## src/rtl/bus_rx_sequencer.sv

```systemverilog
// Read-burst sequencer for the bus byte/bit receiver: issues byte and T-bit requests,
// checks odd parity per byte and hands bytes to the target FIFO through a valid/ready register.
module bus_rx_sequencer #(
  parameter int LEN_W = 8
) (
  input  logic             clk_i,
  input  logic             rst_i,
  input  logic             cmd_valid_i,
  output logic             cmd_ready_o,
  input  logic [LEN_W-1:0] cmd_len_i,
  input  logic             cmd_tbit_en_i,
  input  logic             abort_i,
  output logic             rx_req_byte_o,
  output logic             rx_req_bit_o,
  input  logic [7:0]       rx_data_i,
  input  logic             rx_done_i,
  input  logic             rx_error_i,
  output logic [7:0]       data_o,
  output logic             data_err_o,
  output logic             data_last_o,
  output logic             data_valid_o,
  input  logic             data_ready_i,
  output logic [LEN_W-1:0] bytes_rcvd_o,
  output logic             done_o,
  output logic             aborted_o,
  output logic             parity_err_o,
  output logic             overflow_o
);

  typedef enum logic [1:0] {
    IDLE,
    REQ_BYTE,
    REQ_TBIT
  } state_e;

  state_e           state_q;
  logic [LEN_W-1:0] len_q;
  logic [LEN_W-1:0] count_q;
  logic             tbit_en_q;
  logic [7:0]       stage_q;
  logic [7:0]       data_q;
  logic             data_err_q;
  logic             data_last_q;
  logic             data_valid_q;
  logic             done_q;
  logic             aborted_q;
  logic             parity_err_q;
  logic             overflow_q;

  logic             stop;
  logic             push;
  logic [7:0]       push_data;
  logic             push_err;
  logic             push_last;
  logic             out_free;
  logic [LEN_W-1:0] count_next;

  assign stop       = abort_i | rx_error_i;
  assign count_next = count_q + 1'b1;
  assign push_last  = (count_next == len_q);
  assign out_free   = ~data_valid_q | data_ready_i;

  // A byte completes on the byte done (no T-bit) or on the T-bit done; an abort in the same cycle wins.
  always_comb begin
    // NOTE: every always_comb output gets a default first so no path can infer a latch.
    push      = 1'b0;
    push_data = rx_data_i;
    push_err  = 1'b0;
    if (rx_done_i && !stop) begin
      case (state_q)
        REQ_BYTE: push = ~tbit_en_q;
        REQ_TBIT: begin
          push      = 1'b1;
          push_data = stage_q;
          push_err  = rx_data_i[0] != ~^stage_q;
        end
        default: push = 1'b0;
      endcase
    end
  end

  // NOTE: all state uses non-blocking assignments so every register samples pre-edge values.
  always_ff @(posedge clk_i or posedge rst_i) begin
    if (rst_i) begin
      state_q      <= IDLE;
      len_q        <= '0;
      count_q      <= '0;
      tbit_en_q    <= 1'b0;
      stage_q      <= '0;
      data_q       <= '0;
      data_err_q   <= 1'b0;
      data_last_q  <= 1'b0;
      data_valid_q <= 1'b0;
      done_q       <= 1'b0;
      aborted_q    <= 1'b0;
      parity_err_q <= 1'b0;
      overflow_q   <= 1'b0;
    end else begin
      done_q       <= 1'b0;
      aborted_q    <= 1'b0;
      parity_err_q <= 1'b0;
      overflow_q   <= 1'b0;

      if (data_valid_q && data_ready_i) data_valid_q <= 1'b0;

      // A push into a full, stalled output stage is dropped but still counted.
      if (push) begin
        count_q      <= count_next;
        parity_err_q <= push_err;
        if (out_free) begin
          data_q       <= push_data;
          data_err_q   <= push_err;
          data_last_q  <= push_last;
          data_valid_q <= 1'b1;
        end else begin
          overflow_q <= 1'b1;
        end
      end

      case (state_q)
        IDLE: begin
          if (cmd_valid_i && !abort_i) begin
            count_q <= '0;
            if (cmd_len_i == '0) begin
              done_q <= 1'b1;
            end else begin
              len_q     <= cmd_len_i;
              tbit_en_q <= cmd_tbit_en_i;
              state_q   <= REQ_BYTE;
            end
          end
        end
        default: begin
          if (stop) begin
            state_q   <= IDLE;
            aborted_q <= 1'b1;
          end else if (rx_done_i) begin
            if (state_q == REQ_BYTE) stage_q <= rx_data_i;
            if (push) begin
              if (push_last) begin
                done_q  <= 1'b1;
                state_q <= IDLE;
              end else begin
                state_q <= REQ_BYTE;
              end
            end else begin
              state_q <= REQ_TBIT;
            end
          end
        end
      endcase
    end
  end

  assign cmd_ready_o   = (state_q == IDLE);
  assign rx_req_byte_o = (state_q == REQ_BYTE);
  assign rx_req_bit_o  = (state_q == REQ_TBIT);
  assign data_o        = data_q;
  assign data_err_o    = data_err_q;
  assign data_last_o   = data_last_q;
  assign data_valid_o  = data_valid_q;
  assign bytes_rcvd_o  = count_q;
  assign done_o        = done_q;
  assign aborted_o     = aborted_q;
  assign parity_err_o  = parity_err_q;
  assign overflow_o    = overflow_q;

endmodule

```

## config.mk

```make
export PLATFORM = sky130hd
export DESIGN_NAME = bus_rx_sequencer
export DESIGN_NICKNAME = d
export VERILOG_FILES = /design/src/rtl/bus_rx_sequencer.sv
export SDC_FILE = /design/constraint.sdc
export NUM_CORES = 1
export LEC_CHECK = 0
export ABC_CLOCK_PERIOD_IN_PS = 3000
export CORE_MARGIN = 4
export CORE_UTILIZATION = 45
export DETAILED_ROUTE_END_ITERATION = 16
export PLACE_DENSITY = 0.73
export RECOVER_POWER = 50
export SETUP_SLACK_MARGIN = 0.5
export SYNTH_ARGS = -nofsm -noshare
export SYNTH_HDL_FRONTEND = slang
export SYNTH_SLANG_ARGS = --single-unit
export TNS_END_PERCENT = 1
```

## constraint.sdc

```tcl
create_clock -name clk_i -period 3 [get_ports clk_i]
set_clock_uncertainty 0.2 [all_clocks]
set_input_delay 0.3 -clock clk_i [delete_from_list [all_inputs] [get_ports clk_i]]
set_output_delay 0.3 -clock clk_i [all_outputs]
set_load 0.02 [all_outputs]
```

* After elaboration in Yosys (flattened, before gate mapping) *
Cells that the tools add are included.
W data, S select, Z words.

storage, ports and cells
  output and inout bits = 26
  register bits = 42
  bits of input ports = 24

cells by class
  equal/unequal tests = 6
  bitwise logic cells = 7
  reductions and logical operators = 13
  add/subtract/negate cells = 1
  muxes and demuxes = 31

operator list
  kind                   count
  $mux W8                5
  $mux W1                19
  $mux W2                6
  $add A8 B1 Y8 const B  1
  $eq A8 B8 Y1           1
  $logic_not A8 Y1       1
  $reduce_xnor A8 Y1     1
  $reduce_and A3 Y1      2
  $not A1 Y1             5
  $reduce_and A4 Y1      1
  $logic_and A1 B1 Y1    3
  $reduce_bool A3 Y1     1
  $eq A2 B1 Y1 const B   1
  $eq A2 B2 Y1 const B   1
  $logic_not A1 Y1       2
  $logic_not A2 Y1       1
  $ne A2 B1 Y1 const B   1
  $ne A2 B2 Y1 const B   1
  $or A1 B1 Y1           2
  $pmux W1 S2            1
  $reduce_and A2 Y1      1
  $ne A1 B1 Y1           1

* Depth between registers and ports, before layout *
  depth in word-level cells = 8
  mapped depth = 8
  mapped depth without buffers = 7

* Least setup slack after synthesis *
Ideal clock, no wire load.

  path type = flip-flop to flip-flop
  start point = register count_q[0], in the netlist bytes_rcvd_o[0]
  end point = register state_q[0]
  path slack = 0.532 ns
  period minus slack after synthesis = 2.468 ns
  cell stages (with the launch flop) = 6
  library setup time = 0.122 ns
  path buffers = 0
  arrival = 2.147 ns
  cell sequence = dfrtp_1 -> ha_1 -> or3b_1 -> a311o_1 -> or4_4 -> o2bb2ai_1

between the ends
  word-level cells in the longest chain between the ends = 7

ends and longest elaborated chain
  element                   line  RTL
  start: declaration        38    logic [LEN_W-1:0] count_q;
  start signal: assignment  108   count_q <= count_next;
  $add A8 B1 Y8             59    assign count_next = count_q + 1'b1;
  $eq A8 B8 Y1              60    assign push_last = (count_next == len_q);
  $mux W1                   140   if (push_last) begin
  $mux W2                   139   if (push) begin
  $mux W2                   137   end else if (rx_done_i) begin
  $mux W2                   134   if (stop) begin
  $mux W2                   120   case (state_q)
  end signal: assignment    135   state_q <= IDLE;
  end signal: assignment    142   state_q <= IDLE;
  end signal: assignment    144   state_q <= REQ_BYTE;
  end: declaration          36    state_e state_q;

Every way passes these cells. The select of a mux whose other input is x is not followed.
A chain may end at the register's enable or synchronous reset.

* Final worst setup path *
  start point = register count_q[0], in the netlist bytes_rcvd_o[0]
  end point = register done_q, in the netlist done_o

between the ends
  word-level cells in the longest chain between the ends = 7

ends and longest elaborated chain
  element                 line  RTL
  $add A8 B1 Y8           59
  $eq A8 B8 Y1            60
  $mux W1                 140
  $mux W1                 139
  $mux W1                 137
  $mux W1                 134
  $mux W1                 120
  end signal: assignment  99    done_q <= 1'b0;
  end signal: assignment  125   done_q <= 1'b1;
  end signal: assignment  141   done_q <= 1'b1;
  end: declaration        45    logic done_q;

Every way passes these cells.

==> metrics.txt <==
Setup violations, final=0; drt wl/cell=14.5 um; CP Launch Point=bytes_rcvd_o[0]$_DFF_PP0_; RSZ-0062 raised after global routing=true; Arr. time, crit path=2.43 ns; run status=completed; Antenna diodes=0; Pwr Density=707 nW/um^2; Warnings, synthesis=0; Cells after DPL=297; Slew Limit Fails=0; largest net degree at the start of global routing=43; DR pass1 iterations=4; Via density=5.36; worst hold start=data_o[2]$_DFFE_PP0P_; Non-Filler Instances=305; # IOs=50; R2R setup slack=0.58 ns; Clk pin slew, worst setup/hold paths=0.08 ns; initial core utilization=47.8%; number of clock buffers inserted by TritonCTS=5; Mapped Avg Cell Area=10.8 sq um; pre-CTS WS=0.540 ns; Port-buffer cells=49; placed inst area=2700 sq um; post-synthesis sequential area ratio=49.1%; internal power=1.32 mW; Final Hold Violating Endpoints=0; Yosys top cell by area=dfrtp_1; GPL Wtd Cong=0.812; Root Driver=clkbuf_8; Fin Setup TNS=0 ns; hold_buf cts=0; total gr overflow=0; share of cells above drive strength 1=13.0%; count leader, synth=dfrtp_1; Sw Ratio=33.1%; mux share of post-synthesis cell area=12.2%; clock sink total=42; Die Wd=77.0 um; Tcrit/Tclk final=80.8%; CP peak stage delay=0.57 ns; Die ar.=5930 sq um; clock power share=18.6%; Die H=77.0 um; top_reg_cell synth=dfrtp_1; DR iter-0 viols=90; WS Path Type=reg -> reg; GRT Resource Usage Total=16.5%; final instance area=2790 sq um; Rel. slew slack=31.8%; Max Fclk=0.413 GHz; largest family of logic cells by synthesized area=simple AND/OR/NAND/NOR gates; simple logic cell fraction of the synthesized area=14.5%; adder-cell share of the synthesized area=2.34%; number of synthesized register bits=42; worst path cell trace=ha_2 > or3b_1 > a311o_1 > or4_4 > o31ai_4; power share of the combinational group=38.9%; Switch Pwr=652 uW; CTS-repair resized insts=0; EDFF count, synth=0; remaining antenna violation count=0; slowest CP cell=or4_4; CP startpoint kind=register; Synth Area in Compound Gates=9.41%; min Tclk post-route=2.42 ns; Worst-Skew Late Latency=0.29 ns; Post-synth ARST share=100%; Synth area leaders=dfrtp_1 (49%), mux2_2 (8.4%), xnor2_1 (5.7%); Synth Net Count=227; HPWL Detailed=3330 um; number of global-route vias before repair=1640; TritonCTS clock tree=done; Worst IR Drop VDD=0.000371 V; post-CTS setup buffers=0; Seq pwr share=42.5%; max cap viols=0; Worst Tran Pin Value=1.02 ns; antenna violations before repair=0; R2R Path Start=bytes_rcvd_o[0]$_DFF_PP0_; Reg area=1050 sq um; Multi-input gate area=1040 sq um; critical path data required time=3.01 ns; synth unique cells=38; clk buf depth=2; Row Count=24; worst-path fanout max=6; first-pass GRT wire length=7760 um; top cells by count, synth=dfrtp_1 (42), nand2_1 (22), mux2_2 (16); Worst setup EP type=register; Layout area overhead=30.3%; post-synth top area share=49.1%; via count=1636; Syn Inst Count=199; Hold Crit Class=reg -> reg; Layout Nets=280; FILL cells=375; Synth Area in XOR/XNOR=10.1%; drt drc=0; Core Area=4470 sq um; Final WS setup=0.577 ns; WL final=4430 um; LEAKAGE=1.21 nW; htree depth=2; synthesized area=2140 sq um
[cells in the final DEF (no fill, tap or decap), drive strengths merged, types with 13 or more instances in the layout]
cell type / Yosys / routed
clkdlybuf4s50: 0 / 36
dfrtp: 42 / 42
dlygate4sd3: 0 / 13
mux2: 16 / 16
nand2: 22 / 22
nor2: 15 / 15
o21ai: 15 / 15
xnor2: 14 / 14
[worst paths after layout]
kind,cells past startpoint,endpoint
max in group asynchronous,3,tbit_en_q$_DFFE_PP0P_
hold reg to reg,2,data_o[2]$_DFFE_PP0P_
setup reg to reg,5,done_o$_DFF_PP0_
hold / removal,2,data_o[2]$_DFFE_PP0P_
setup / recovery,5,done_o$_DFF_PP0_
min in group asynchronous,3,data_o[7]$_DFFE_PP0P_
[state kept, by name, indices dropped and copies added, names as in the netlist]
signal / cells
aborted_o: 1
bytes_rcvd_o: 8
data_err_o: 1
data_last_o: 1
data_o: 8
data_valid_o: 1
done_o: 1
len_q: 8
overflow_o: 1
parity_err_o: 1
stage_q: 8
state_q: 2
tbit_en_q: 1
[metal layers]
metal	vias to the layer above	part of all wire (%)	GRT usage (%)
li1	799	-	-
met5	-	0	0
met2	43	46	25.2
met1	788	48	22.2
met4	0	1.6	6.05
met3	6	4.7	5.04
[critical path, delay by kind of cell, from the launching register on]
family,cells,cell delay (ns)
AO/OA/AOI/OAI,2,0.49
adder cells (fa/ha/maj),1,0.25
flip-flops,1,0.45
AND/OR/NAND/NOR,2,0.94
[power by group through the flow]
stage,Sequential [mW],Combinational (mW),Clock [mW]
after floorplan,0.872,0.494,0
after global placement,0.846,0.772,0
after detailed placement,0.850,0.787,0
after CTS,0.839,0.791,0.381
after global routing,0.858,0.846,0.407
final,0.838,0.768,0.366
[cells by family (layout without fill, tap and decap cells)]
kind of cell             count (synthesis)  in the layout
flip-flops                              42             42
AO/OA/AOI/OAI                           28             28
buffers and inverters                   13             67
XOR/XNOR                                23             23
AND/OR/NAND/NOR                         65             65
adder cells (fa/ha/maj)                  4              4
multiplexers                            24             24
[layout make-up]
class / count / share of cell area [%]
multi-input combinational: 144 / 37.4
clock inverter: 1 / 0.179
timing repair buffer: 53 / 18.6
sequential: 42 / 37.7
inverter: 6 / 0.807
tap: 52 / 2.33
clock buffer: 7 / 3.09
[stage by stage]
| step | utilization, % | power [mW] | hold WS [ns] |
|---|---|---|---|
| 2_1_floorplan | - | 1.37 | 0.217 |
| 3_3_place_gp | 60.3 | 1.62 | 0.260 |
| 3_5_place_dp | 60.3 | 1.64 | 0.270 |
| 4_1_cts | 62.3 | 2.01 | 0.274 |
| 5_1_grt | 62.4 | 2.11 | 0.302 |
| 6_report | 62.4 | 1.97 | 0.272 |
(Power assumes the default switching activity.)
